**config.mk**
```make
export PLATFORM = sky130hd
export DESIGN_NAME = dispatch_unit_flat
export DESIGN_NICKNAME = d
export VERILOG_FILES = /design/src/rtl/dispatch_unit_pkg.sv /design/src/rtl/dispatch_unit_if.sv /design/src/rtl/dispatch_unit_busy_table.sv /design/src/rtl/dispatch_unit.sv /design/src/flat_wrapper.sv
export SDC_FILE = /design/constraint.sdc
export NUM_CORES = 2
export LEC_CHECK = 0
export CELL_PAD_IN_SITES_DETAIL_PLACEMENT = 0
export CELL_PAD_IN_SITES_GLOBAL_PLACEMENT = 1
export CORE_AREA = 5 5 483 485
export DETAILED_ROUTE_END_ITERATION = 10
export DIE_AREA = 0 0 488 490
export PLACE_DENSITY_LB_ADDON = 0.1
export SYNTH_ARGS = -nofsm -noshare
export SYNTH_HDL_FRONTEND = slang
export SYNTH_SLANG_ARGS = --single-unit
```
**constraint.sdc**
```tcl
create_clock -name clk -period 10.8 [get_ports clk]
set_input_delay 2.16 -clock clk [delete_from_list [all_inputs] [get_ports clk]]
set_output_delay 2.16 -clock clk [all_outputs]
set_load 0.01 [all_outputs]
```
**src/rtl/dispatch_unit_pkg.sv**
```systemverilog
`default_nettype none
// ============================================================================
//  Module   : dispatch_unit_pkg
//  Function : Shared dispatch/issue-queue widths, payload layout and helpers.
//  Revision : 1.0
// ============================================================================
package dispatch_unit_pkg;

    localparam int DECODE_NUM = 4;
    localparam int ISSUE_NUM  = 4;
    localparam int PRF_WIDTH  = 6;
    localparam int PRF_DEPTH  = 2 ** PRF_WIDTH;
    localparam int AGE_WIDTH  = 5;
    localparam int CIQ_DEPTH  = 16;
    localparam int IQ_CNT_W   = $clog2(CIQ_DEPTH) + 1;

    // Payload is opcode | func3 | func7 | imme, MSB to LSB
    localparam int OPCODE_W   = 7;
    localparam int FUNC3_W    = 3;
    localparam int FUNC7_W    = 1;
    localparam int IMME_W     = 64;
    localparam int PAY_WIDTH  = OPCODE_W + FUNC3_W + FUNC7_W + IMME_W;
    localparam int IMME_LSB   = 0;
    localparam int FUNC7_LSB  = IMME_LSB + IMME_W;
    localparam int FUNC3_LSB  = FUNC7_LSB + FUNC7_W;
    localparam int OPCODE_LSB = FUNC3_LSB + FUNC3_W;

    localparam logic [OPCODE_W-1:0] OPC_LOAD   = 7'b0000011;
    localparam logic [OPCODE_W-1:0] OPC_STORE  = 7'b0100011;
    localparam logic [OPCODE_W-1:0] OPC_OP_IMM = 7'b0010011;
    localparam logic [OPCODE_W-1:0] OPC_OP     = 7'b0110011;
    localparam logic [OPCODE_W-1:0] OPC_BRANCH = 7'b1100011;

    typedef logic [PRF_WIDTH-1:0] preg_t;
    typedef logic [PAY_WIDTH-1:0] payload_t;
    typedef logic [AGE_WIDTH-1:0] age_t;

    typedef struct packed {
        payload_t payload;
        logic     prs1_v;
        logic     prs2_v;
        logic     prd_v;
        preg_t    prs1;
        preg_t    prs2;
        preg_t    prd;
    } dp_entry_t;

    function automatic logic [$clog2(DECODE_NUM):0] lane_popcount(
        input logic [DECODE_NUM-1:0] v
    );
        lane_popcount = '0;
        for (int i = 0; i < DECODE_NUM; i++) begin
            lane_popcount = lane_popcount + {{$clog2(DECODE_NUM){1'b0}}, v[i]};
        end
    endfunction

endpackage
`default_nettype wire

```
**src/rtl/dispatch_unit_if.sv**
```systemverilog
`default_nettype none
// ============================================================================
//  Module   : dispatch_unit_if
//  Function : Rename-group input, issue-queue entry-write and wake-up bus.
//  Revision : 1.0
// ============================================================================
interface dispatch_unit_if;
    import dispatch_unit_pkg::*;

    logic     [DECODE_NUM-1:0] rn_valid;
    payload_t [DECODE_NUM-1:0] rn_payload;
    logic     [DECODE_NUM-1:0] rn_prs1_v;
    logic     [DECODE_NUM-1:0] rn_prs2_v;
    logic     [DECODE_NUM-1:0] rn_prd_v;
    preg_t    [DECODE_NUM-1:0] rn_prs1;
    preg_t    [DECODE_NUM-1:0] rn_prs2;
    preg_t    [DECODE_NUM-1:0] rn_prd;
    logic                      rn_ready;

    logic     [IQ_CNT_W-1:0]   iq_free_cnt;
    logic     [DECODE_NUM-1:0] dp_valid;
    payload_t [DECODE_NUM-1:0] dp_payload;
    logic     [DECODE_NUM-1:0] dp_prs1_v;
    logic     [DECODE_NUM-1:0] dp_prs2_v;
    logic     [DECODE_NUM-1:0] dp_prd_v;
    preg_t    [DECODE_NUM-1:0] dp_prs1;
    preg_t    [DECODE_NUM-1:0] dp_prs2;
    preg_t    [DECODE_NUM-1:0] dp_prd;
    logic     [DECODE_NUM-1:0] dp_prs1_rdy;
    logic     [DECODE_NUM-1:0] dp_prs2_rdy;
    age_t     [DECODE_NUM-1:0] dp_age;

    logic     [ISSUE_NUM-1:0]  wb_valid;
    preg_t    [ISSUE_NUM-1:0]  wb_prd;

    // master: the dispatch stage (producer of issue-queue writes)
    modport master (
        input  rn_valid, rn_payload, rn_prs1_v, rn_prs2_v, rn_prd_v,
        input  rn_prs1, rn_prs2, rn_prd,
        output rn_ready,
        input  iq_free_cnt,
        output dp_valid, dp_payload, dp_prs1_v, dp_prs2_v, dp_prd_v,
        output dp_prs1, dp_prs2, dp_prd, dp_prs1_rdy, dp_prs2_rdy, dp_age,
        input  wb_valid, wb_prd
    );

    // slave: rename stage plus issue queue around the dispatch stage
    modport slave (
        output rn_valid, rn_payload, rn_prs1_v, rn_prs2_v, rn_prd_v,
        output rn_prs1, rn_prs2, rn_prd,
        input  rn_ready,
        output iq_free_cnt,
        input  dp_valid, dp_payload, dp_prs1_v, dp_prs2_v, dp_prd_v,
        input  dp_prs1, dp_prs2, dp_prd, dp_prs1_rdy, dp_prs2_rdy, dp_age,
        output wb_valid, wb_prd
    );

endinterface
`default_nettype wire

```
**src/rtl/dispatch_unit_busy_table.sv**
```systemverilog
`default_nettype none
// ============================================================================
//  Module   : dispatch_unit_busy_table
//  Function : Physical-register pending bits with same-cycle wake-up bypass.
//  Revision : 1.0
// ============================================================================
module dispatch_unit_busy_table
    import dispatch_unit_pkg::*;
(
    input  wire logic                      clk,
    input  wire logic                      rst_n,
    input  wire logic  [DECODE_NUM-1:0]    i_set_en,
    input  wire preg_t [DECODE_NUM-1:0]    i_set_idx,
    input  wire logic  [ISSUE_NUM-1:0]     i_clr_en,
    input  wire preg_t [ISSUE_NUM-1:0]     i_clr_idx,
    input  wire preg_t [2*DECODE_NUM-1:0]  i_rd_idx,
    output logic       [2*DECODE_NUM-1:0]  o_rd_busy
);

    logic [PRF_DEPTH-1:0] r_busy;
    logic [PRF_DEPTH-1:0] w_busy_nxt;

    // Sets are applied after clears so a set wins on a shared index
    always_comb begin
        w_busy_nxt = r_busy;
        for (int i = 0; i < ISSUE_NUM; i++) begin
            if (i_clr_en[i]) w_busy_nxt[i_clr_idx[i]] = 1'b0;
        end
        for (int i = 0; i < DECODE_NUM; i++) begin
            if (i_set_en[i]) w_busy_nxt[i_set_idx[i]] = 1'b1;
        end
        w_busy_nxt[0] = 1'b0;
    end

    always_ff @(posedge clk or negedge rst_n) begin
        if (!rst_n) r_busy <= '0;
        else        r_busy <= w_busy_nxt;
    end

    for (genvar r = 0; r < 2*DECODE_NUM; r++) begin : g_rd
        logic w_wb_hit;
        always_comb begin
            w_wb_hit = 1'b0;
            for (int i = 0; i < ISSUE_NUM; i++) begin
                if (i_clr_en[i] && (i_clr_idx[i] == i_rd_idx[r])) w_wb_hit = 1'b1;
            end
        end
        assign o_rd_busy[r] = r_busy[i_rd_idx[r]] & ~w_wb_hit;
    end

endmodule
`default_nettype wire

```
**src/rtl/dispatch_unit.sv**
```systemverilog
`default_nettype none
// ============================================================================
//  Module   : dispatch_unit
//  Function : In-order rename buffer feeding up to DECODE_NUM issue-queue writes.
//  Revision : 1.0
// ============================================================================
module dispatch_unit
    import dispatch_unit_pkg::*;
#(
    parameter int BUF_DEPTH = 8
)(
    input  wire logic       clk,
    input  wire logic       rst_n,
    input  wire logic       flush,
    dispatch_unit_if.master bus
);

    localparam int c_PTR_W = $clog2(BUF_DEPTH);
    localparam int c_CNT_W = c_PTR_W + 1;

    typedef logic [c_PTR_W-1:0] ptr_t;
    typedef logic [c_CNT_W-1:0] cnt_t;

    dp_entry_t r_buf [BUF_DEPTH];
    ptr_t      r_head;
    ptr_t      r_tail;
    cnt_t      r_count;
    age_t      r_age_ctr;

    logic                      w_accept;
    cnt_t                      w_acc_cnt;
    cnt_t                      w_n;
    dp_entry_t                 w_ent [DECODE_NUM];
    logic [DECODE_NUM-1:0]     w_dp_valid;
    logic [DECODE_NUM-1:0]     w_dep1;
    logic [DECODE_NUM-1:0]     w_dep2;
    preg_t [2*DECODE_NUM-1:0]  w_rd_idx;
    logic  [2*DECODE_NUM-1:0]  w_rd_busy;
    logic  [DECODE_NUM-1:0]    w_set_en;
    preg_t [DECODE_NUM-1:0]    w_set_idx;

    assign bus.rn_ready = (cnt_t'(BUF_DEPTH) - r_count) >= cnt_t'(DECODE_NUM);
    assign w_accept     = bus.rn_ready & (|bus.rn_valid) & ~flush;
    assign w_acc_cnt    = w_accept ? cnt_t'(lane_popcount(bus.rn_valid)) : '0;

    // n = min(count, iq_free_cnt, DECODE_NUM), suppressed during flush
    always_comb begin
        w_n = r_count;
        if (32'(bus.iq_free_cnt) < 32'(w_n)) w_n = cnt_t'(bus.iq_free_cnt);
        if (32'(w_n) > DECODE_NUM)           w_n = cnt_t'(DECODE_NUM);
        if (flush)                           w_n = '0;
    end

    always_comb begin
        for (int k = 0; k < DECODE_NUM; k++) begin
            w_ent[k]          = r_buf[r_head + ptr_t'(k)];
            w_dp_valid[k]     = cnt_t'(k) < w_n;
            w_rd_idx[2*k]     = w_ent[k].prs1;
            w_rd_idx[2*k + 1] = w_ent[k].prs2;
            w_set_en[k]       = w_dp_valid[k] & w_ent[k].prd_v;
            w_set_idx[k]      = w_ent[k].prd;
        end
    end

    // Older lanes in the same dispatch group are not yet in the busy table
    always_comb begin
        w_dep1 = '0;
        w_dep2 = '0;
        for (int k = 1; k < DECODE_NUM; k++) begin
            for (int j = 0; j < k; j++) begin
                if (w_dp_valid[j] && w_ent[j].prd_v && (w_ent[j].prd == w_ent[k].prs1)) w_dep1[k] = 1'b1;
                if (w_dp_valid[j] && w_ent[j].prd_v && (w_ent[j].prd == w_ent[k].prs2)) w_dep2[k] = 1'b1;
            end
        end
    end

    always_comb begin
        bus.dp_valid    = w_dp_valid;
        bus.dp_payload  = '0;
        bus.dp_prs1_v   = '0;
        bus.dp_prs2_v   = '0;
        bus.dp_prd_v    = '0;
        bus.dp_prs1     = '0;
        bus.dp_prs2     = '0;
        bus.dp_prd      = '0;
        bus.dp_prs1_rdy = '0;
        bus.dp_prs2_rdy = '0;
        bus.dp_age      = '0;
        for (int k = 0; k < DECODE_NUM; k++) begin
            if (w_dp_valid[k]) begin
                bus.dp_payload[k]  = w_ent[k].payload;
                bus.dp_prs1_v[k]   = w_ent[k].prs1_v;
                bus.dp_prs2_v[k]   = w_ent[k].prs2_v;
                bus.dp_prd_v[k]    = w_ent[k].prd_v;
                bus.dp_prs1[k]     = w_ent[k].prs1;
                bus.dp_prs2[k]     = w_ent[k].prs2;
                bus.dp_prd[k]      = w_ent[k].prd;
                bus.dp_prs1_rdy[k] = ~w_ent[k].prs1_v | (~w_rd_busy[2*k]     & ~w_dep1[k]);
                bus.dp_prs2_rdy[k] = ~w_ent[k].prs2_v | (~w_rd_busy[2*k + 1] & ~w_dep2[k]);
                bus.dp_age[k]      = r_age_ctr + age_t'(k);
            end
        end
    end

    dispatch_unit_busy_table u_busy_table (
        .clk       (clk),
        .rst_n     (rst_n),
        .i_set_en  (w_set_en),
        .i_set_idx (w_set_idx),
        .i_clr_en  (bus.wb_valid),
        .i_clr_idx (bus.wb_prd),
        .i_rd_idx  (w_rd_idx),
        .o_rd_busy (w_rd_busy)
    );

    always_ff @(posedge clk or negedge rst_n) begin
        if (!rst_n) begin
            r_head    <= '0;
            r_tail    <= '0;
            r_count   <= '0;
            r_age_ctr <= '0;
        end else if (flush) begin
            r_head    <= '0;
            r_tail    <= '0;
            r_count   <= '0;
        end else begin
            r_head    <= r_head + ptr_t'(w_n);
            r_tail    <= r_tail + ptr_t'(w_acc_cnt);
            r_count   <= r_count + w_acc_cnt - w_n;
            r_age_ctr <= r_age_ctr + age_t'(w_n);
        end
    end

    // Entry storage needs no reset: every read is qualified by the occupancy count
    always_ff @(posedge clk) begin
        if (w_accept) begin
            for (int k = 0; k < DECODE_NUM; k++) begin
                if (bus.rn_valid[k]) begin
                    r_buf[r_tail + ptr_t'(k)] <= '{payload: bus.rn_payload[k],
                                                   prs1_v:  bus.rn_prs1_v[k],
                                                   prs2_v:  bus.rn_prs2_v[k],
                                                   prd_v:   bus.rn_prd_v[k],
                                                   prs1:    bus.rn_prs1[k],
                                                   prs2:    bus.rn_prs2[k],
                                                   prd:     bus.rn_prd[k]};
                end
            end
        end
    end

endmodule
`default_nettype wire

```
**src/flat_wrapper.sv**
```systemverilog
// flat-port wrapper written by rule: the top's interface ports become plain ports
module dispatch_unit_flat import dispatch_unit_pkg::*;
#(
    parameter int BUF_DEPTH = 8
)
  (clk, rst_n, flush, bus_rn_valid, bus_rn_payload, bus_rn_prs1_v, bus_rn_prs2_v, bus_rn_prd_v, bus_rn_prs1, bus_rn_prs2, bus_rn_prd, bus_rn_ready, bus_iq_free_cnt, bus_dp_valid, bus_dp_payload, bus_dp_prs1_v, bus_dp_prs2_v, bus_dp_prd_v, bus_dp_prs1, bus_dp_prs2, bus_dp_prd, bus_dp_prs1_rdy, bus_dp_prs2_rdy, bus_dp_age, bus_wb_valid, bus_wb_prd);
  dispatch_unit_if bus_i ();
  input  wire logic clk;
  input  wire logic rst_n;
  input  wire logic flush;
  input wire logic [$bits(bus_i.rn_valid)-1:0] bus_rn_valid;
  input wire logic [$bits(bus_i.rn_payload)-1:0] bus_rn_payload;
  input wire logic [$bits(bus_i.rn_prs1_v)-1:0] bus_rn_prs1_v;
  input wire logic [$bits(bus_i.rn_prs2_v)-1:0] bus_rn_prs2_v;
  input wire logic [$bits(bus_i.rn_prd_v)-1:0] bus_rn_prd_v;
  input wire logic [$bits(bus_i.rn_prs1)-1:0] bus_rn_prs1;
  input wire logic [$bits(bus_i.rn_prs2)-1:0] bus_rn_prs2;
  input wire logic [$bits(bus_i.rn_prd)-1:0] bus_rn_prd;
  output wire logic [$bits(bus_i.rn_ready)-1:0] bus_rn_ready;
  input wire logic [$bits(bus_i.iq_free_cnt)-1:0] bus_iq_free_cnt;
  output wire logic [$bits(bus_i.dp_valid)-1:0] bus_dp_valid;
  output wire logic [$bits(bus_i.dp_payload)-1:0] bus_dp_payload;
  output wire logic [$bits(bus_i.dp_prs1_v)-1:0] bus_dp_prs1_v;
  output wire logic [$bits(bus_i.dp_prs2_v)-1:0] bus_dp_prs2_v;
  output wire logic [$bits(bus_i.dp_prd_v)-1:0] bus_dp_prd_v;
  output wire logic [$bits(bus_i.dp_prs1)-1:0] bus_dp_prs1;
  output wire logic [$bits(bus_i.dp_prs2)-1:0] bus_dp_prs2;
  output wire logic [$bits(bus_i.dp_prd)-1:0] bus_dp_prd;
  output wire logic [$bits(bus_i.dp_prs1_rdy)-1:0] bus_dp_prs1_rdy;
  output wire logic [$bits(bus_i.dp_prs2_rdy)-1:0] bus_dp_prs2_rdy;
  output wire logic [$bits(bus_i.dp_age)-1:0] bus_dp_age;
  input wire logic [$bits(bus_i.wb_valid)-1:0] bus_wb_valid;
  input wire logic [$bits(bus_i.wb_prd)-1:0] bus_wb_prd;
  assign bus_i.rn_valid = bus_rn_valid;
  assign bus_i.rn_payload = bus_rn_payload;
  assign bus_i.rn_prs1_v = bus_rn_prs1_v;
  assign bus_i.rn_prs2_v = bus_rn_prs2_v;
  assign bus_i.rn_prd_v = bus_rn_prd_v;
  assign bus_i.rn_prs1 = bus_rn_prs1;
  assign bus_i.rn_prs2 = bus_rn_prs2;
  assign bus_i.rn_prd = bus_rn_prd;
  assign bus_rn_ready = bus_i.rn_ready;
  assign bus_i.iq_free_cnt = bus_iq_free_cnt;
  assign bus_dp_valid = bus_i.dp_valid;
  assign bus_dp_payload = bus_i.dp_payload;
  assign bus_dp_prs1_v = bus_i.dp_prs1_v;
  assign bus_dp_prs2_v = bus_i.dp_prs2_v;
  assign bus_dp_prd_v = bus_i.dp_prd_v;
  assign bus_dp_prs1 = bus_i.dp_prs1;
  assign bus_dp_prs2 = bus_i.dp_prs2;
  assign bus_dp_prd = bus_i.dp_prd;
  assign bus_dp_prs1_rdy = bus_i.dp_prs1_rdy;
  assign bus_dp_prs2_rdy = bus_i.dp_prs2_rdy;
  assign bus_dp_age = bus_i.dp_age;
  assign bus_i.wb_valid = bus_wb_valid;
  assign bus_i.wb_prd = bus_wb_prd;
  dispatch_unit #(.BUF_DEPTH(BUF_DEPTH)) u_core (.clk(clk), .rst_n(rst_n), .flush(flush), .bus(bus_i));
endmodule
```
---- Word level (Yosys, flattened, before mapping) ----
Memory sizes are Yosys's and may differ from the RTL's.
Index checks and enable logic that the tools add are counted.
storage, ports and cells
  output and inout port bits .............. 417
  memories ................................ 1
  input bits .............................. 424
  bits in registers ....................... 78
  word-level logic and storage cells ...... 369
  RAM bits ................................ 768
cells by class
  equality and inequality tests ........... 44
  $add $sub $neg .......................... 18
  muxes and demuxes ....................... 143
  reduce and logical (&&, ||, !) cells .... 56
  order comparisons ....................... 31
  bitwise logic cells ..................... 71
memories
  name          words  width  rd ports  clocked after Yosys merged registers in  wr ports  line                 RTL
  u_core.r_buf  8      96     4         0                                        4         dispatch_unit.sv:24  dp_entry_t r_buf [BUF_DEPTH];
operators by type and width
  operator             number
  $mux 64              8
  $mux 75              4
  $eq 6x6->1           44
  $and 64x64->64       4
  $not 64->64          4
  $or 64x64->64        4
  $lt 6x7->1 const B   16
  $mux 1               92
  $mux 6               12
  $logic_and 1x1->1    55
  $bmux 1 s6           8
  $demux 1 s6          8
  $ge 6x1->1 const B   8
  $not 1->1            31
  $and 1x1->1          20
  $mux 5               4
  $mux 4               4
  $add 3x2->3 const B  4
  $add 5x2->5 const B  2
  $mux 3               3
  $lt 1x4->1 const A   2
  $lt 2x4->1 const A   2
  $or 1x1->1           8
  $add 3x1->3          2
  other kinds (12)     14

---- Longest topological paths before layout ----
  word-level depth ........................ 21
  mapped depth ............................ 20
  mapped depth without buffers ............ 14

---- By module ----
From an unflattened synthesis, not the netlist that was laid out.
second synthesis, totals
  cells, all modules ...................... 8756
  area total of the unflattened synthesis .. 80452.2 um^2
modules (own cells, without submodules)
  module                    area each (um^2)  sequential area each (um^2)  cells an instance  times used
  dispatch_unit             67736.2           23437.5                      7278               1
  dispatch_unit_busy_table  12715.9           1576.5                       1478               1

---- Worst setup path before layout ----
OpenSTA, ideal clock, no wires.
  path type ............................... input -> register
  start ................................... in bus_rn_valid[1]
  end ..................................... mem u_core.r_buf[3][0] (netlist name), enable pin
  arrival ................................. 10196 ps
  stages on the path ...................... 11
  buffers on the path ..................... 2
  slack ................................... -79 ps
  required time ........................... 10117 ps
  setup time .............................. 683 ps
  path through ............................ clkbuf_1 > inv_1 > ha_1 > or3b_2 > o2111a_1 > and2_1 > clkbuf_1 > nand2_1 > nor2_1 > a21oi_1 > o21ai_0
RTL lines
  item                line                 RTL
  start: declaration  flat_wrapper.sv:11   input wire logic [$bits(bus_i.rn_valid)-1:0] bus_rn_valid;
  end: declaration    dispatch_unit.sv:24

---- Final worst setup path ----
  start ................................... in bus_iq_free_cnt[2]
  end ..................................... out bus_dp_prs1_rdy[3]
on the way
  cells in the longest elaborated chain, start to end .. 15
  elaborated cells on any way between the ends .. 22
  classes of those cells .................. order compare (6); mux (7); bitwise (3); reduce/logical (6)
RTL lines
  item                             line                 RTL
  start: declaration               flat_wrapper.sv:20   input wire logic [$bits(bus_i.iq_free_cnt)-1:0] bus_iq_free_cnt;
  $lt 5x4->1                       dispatch_unit.sv:49  if (32'(bus.iq_free_cnt) < 32'(w_n)) w_n = cnt_t'(bus.iq_free_cnt);
  $mux 4 *                         dispatch_unit.sv:49
  $gt 4x3->1                       dispatch_unit.sv:50  if (32'(w_n) > DECODE_NUM) w_n = cnt_t'(DECODE_NUM);
  $mux 4 *                         dispatch_unit.sv:50
  $mux 4 *                         dispatch_unit.sv:51  if (flush) w_n = '0;
  $lt 1x4->1                       dispatch_unit.sv:57  w_dp_valid[k] = cnt_t'(k) < w_n;
  $logic_and 1x1->1 (2 in series)  dispatch_unit.sv:71  if (w_dp_valid[j] && w_ent[j].prd_v && (w_ent[j].prd == w_ent[k].prs1)) w_dep1[k] = 1'b1;
  $mux 1 (3 in series)             dispatch_unit.sv:71
  $not 1->1                        dispatch_unit.sv:98  bus.dp_prs1_rdy[k] = ~w_ent[k].prs1_v | (~w_rd_busy[2*k] & ~w_dep1[k]);
  $and 1x1->1                      dispatch_unit.sv:98
  $or 1x1->1                       dispatch_unit.sv:98
  $mux 1 *                         dispatch_unit.sv:90  if (w_dp_valid[k]) begin
  end: declaration                 flat_wrapper.sv:29   output wire logic [$bits(bus_i.dp_prs1_rdy)-1:0] bus_dp_prs1_rdy;
Every way passes the cells marked *; elsewhere a longest branch is shown, timed or not.

==> impl_metrics.env <==
export IMPL_maxCapViolCount=0
export IMPL_dp_cells=12000
export IMPL_ctsHoldBuffers=0
export IMPL_fmax_mhz=104
export IMPL_overflow=0
export IMPL_drv_slew=59
export IMPL_worstPathArrival_ps=7470
export IMPL_yosys_area_top_type="edfxtp_1"
export IMPL_reg2regPathDepth=10
export IMPL_synthArstFlopShare=0.0922
export IMPL_viasPerCell=6.81
export IMPL_track_usage=0.373
export IMPL_powerDensity_mw_per_mm2=283
export IMPL_fp_coreArea_mm2=0.229
export IMPL_routedWlPerCell_um=37.7
export IMPL_dp_hpwl_um=289000
export IMPL_grt_pass1_vias=79200
export IMPL_p_leak_nw=33.4
export IMPL_cts_max_level=3
export IMPL_setup_worst_path_class="input pin to output port"
export IMPL_fp_dieH_um=490
export IMPL_synthesis_area_mm2=0.0842
export IMPL_grt_max_degree=161
export IMPL_worstSetupStartpointType="input pin"
export IMPL_yosysSeqAreaShare=0.297
export IMPL_drc=0
export IMPL_clk_latency_ps=780
export IMPL_dieArea_mm2=0.239
export IMPL_cts_root_buf="clkbuf_16"
export IMPL_drt_iter0_drc=12000
export IMPL_ant_nets=0
export IMPL_cts_tree="done"
export IMPL_final_hold_viol_count=0
export IMPL_synth_seq_cells=846
export IMPL_fp_row_count=176
export IMPL_pin_count=841
export IMPL_via_count=83900
export IMPL_timing_rr_start="u_core.r_head[0]"
export IMPL_gp_congestion=0.977
export IMPL_cts_inserted_buffers=107
export IMPL_timing_rr_end="u_core.u_busy_table.r_busy[10]"
export IMPL_grt_pass1_wl_um=642000
export IMPL_worstHoldPathCells=2
export IMPL_nFillCells=22000
export IMPL_power_mw=27.5
export IMPL_synthFlopType="edfxtp_1"
export IMPL_cp_end_kind="output port"
export IMPL_min_from="u_core.r_age_ctr[3]"
export IMPL_final_area_mm2=0.0973
export IMPL_fin_util=0.425
export IMPL_clockBufferDepth=3
export IMPL_initial_core_util=0.368
export IMPL_setup_tns_ps=0
export IMPL_grt_setup_unrepaired="no"
export IMPL_syn_inst=9230
export IMPL_rrSetupSlack_ps=4680
export IMPL_synth_top_cell_area_share=0.274
export IMPL_synth_area_top_cells="edfxtp_1, mux4_2, mux2i_1, nand2_1, clkbuf_1"
export IMPL_skew_ps=34.0
export IMPL_firstDrtPassIters=8
export IMPL_outcome="finished, violations left"
export IMPL_die_w_um=488
export IMPL_crit_required_ps=8640
export IMPL_antenna_found_initial=148
export IMPL_io_buffers=840
export IMPL_area_growth_pct=15.6
export IMPL_cts_resized=0
export IMPL_synth_edff_count=768
export IMPL_synth_nets=9685
export IMPL_nNetsFinal=9547
export IMPL_clkSlewWorstSetupHoldPaths_ps=60
export IMPL_min_period_ps=9630
export IMPL_fin_worst_hold_slack_ps=643
export IMPL_drive_above_1_share=0.135
export IMPL_drt_wl_total_um=465000
export IMPL_postCtsSetupBuffers=0
export IMPL_worst_slew_pin_slew_ps=1680
export IMPL_yosys_warnings=0
export IMPL_hp_class="register to register"
export IMPL_min_to="u_core.r_age_ctr[3]"
export IMPL_placed_area_mm2=0.0934
export IMPL_max_slew_margin_rel=-0.121
export IMPL_ys_types=87
export IMPL_ir_worst_vdd_mv=0.348
export IMPL_timing_final_crit_share=0.891
export IMPL_dp_slack_ps=1350
export IMPL_setup_slack_ps=1170
export IMPL_failed_checks="max-slew violations"
export IMPL_clock_sinks=846
export IMPL_stdcell_count=12300
export IMPL_setup_viol=0
export IMPL_avgSynthCellArea_um2=9.12
export IMPL_crit_path_max_fanout=27
==> critical path: stages <==
cell	delay (ps)
clkdlybuf4s50_1	450
ha_1	230
or4_1	600
a21oi_1	280
o21ai_0	210
nand3_4	350
inv_1	300
a21oi_4	310
a21o_1	370
clkinv_1	660
nand4_1	250
a31oi_1	110
a311oi_1	490
clkdlybuf4s50_1	650
==> flip-flops by register name (all words and copies together), names as in the netlist <==
signal                      cells
u_core.u_busy_table.r_busy     63
u_core.r_age_ctr                5
u_core.r_count                  4
u_core.r_buf                  768
u_core.r_tail                   3
u_core.r_head                   3
==> power breakdown <==
part / switching (mW) / leakage, nW / internal (mW)
clock network: 1.61 / 1.74 / 2.22
logic: 10.8 / 23.7 / 7.11
registers: 1.17 / 8.03 / 4.56
==> cell families (layout without fill, tap and decap cells) <==
kind of cell               after synthesis  count (layout)  share of synthesized area
AOI/OAI and AO/OA                     2273            2273                      0.161
and+or+nand+nor                       2796            2796                      0.136
DFF                                    846             846                      0.297
muxes                                 1608            1608                      0.303
xor gates and xnor gates               295             295                     0.0309
buffers and inverters                 1380            1328                     0.0665
other                                    1             121                  0.0000445
adders and majority gates               31              31                    0.00523
==> how the worst max path moves through the flow <==
stage,startpoint,end,slack (ps),cells past startpoint
2_1_floorplan,bus_rn_valid[1],u_core.r_buf[7][0],2210,11
3_3_place_gp,bus_iq_free_cnt[2],bus_dp_prs1_rdy[3],1460,14
3_5_place_dp,bus_iq_free_cnt[2],bus_dp_prs1_rdy[3],1350,14
4_1_cts,u_core.r_head[0],bus_dp_prs1_rdy[3],1270,12
5_1_grt,u_core.r_head[0],bus_dp_prs1_rdy[3],870,12
6_report,bus_iq_free_cnt[2],bus_dp_prs1_rdy[3],1170,14
==> final cells by class <==
class / instances / area [µm²] / area share
clock buffer: 130 / 2820 / 0.0290
clock inverter: 65 / 741 / 0.00761
timing repair buffer: 1054 / 10200 / 0.105
tap: 3026 / 3790 / 0.0389
inverter: 79 / 314 / 0.00323
antenna: 120 / 300 / 0.00309
multi-input combinational: 7004 / 54000 / 0.556
sequential: 846 / 25000 / 0.257
==> routing by layer <==
layer	routed length, µm	part of all wire	GRT usage
met5	471	0.0010	0.00443
met4	28500	0.061	0.217
met3	55800	0.12	0.114
met2	203000	0.44	0.553
met1	177000	0.38	0.481
==> placed cells by master (no fill, tap or decap), types with 28 or more instances in the layout <==
cell             instances
nand2_1               1653
clkdlybuf4s50_1        839
mux2i_1                801
edfxtp_1               768
mux4_2                 744
nor2_1                 725
a21oi_1                681
o21ai_0                460
o22ai_1                406
a31oi_1                368
buf_4                  196
xnor2_1                179
diode_2                120
xor2_1                 113
clkbuf_16              109
dfrtp_1                 75
nor3_1                  71
inv_1                   68
a211oi_1                64
nor2b_1                 60
nand4_1                 54
nand3_1                 54
o221ai_1                43
a221o_1                 43
o211ai_1                35
mux2_2                  34
a22oi_1                 31
a221oi_1                29
nor4_1                  28
==> Yosys cell counts (64+ instances only) <==
cell type and number:
xor2_1 114, nand2_1 1657, o21ai_0 461, a211oi_1 64
a31oi_1 368, o22ai_1 406, inv_1 69, a21oi_1 682
nor3_1 78, clkbuf_1 953, buf_1 125, xnor2_1 180
buf_2 180, mux4_2 744, dfrtp_1 78, nor2_1 737
mux2i_1 818, edfxtp_1 768
No activity file was read; power rests on OpenSTA's default activity.
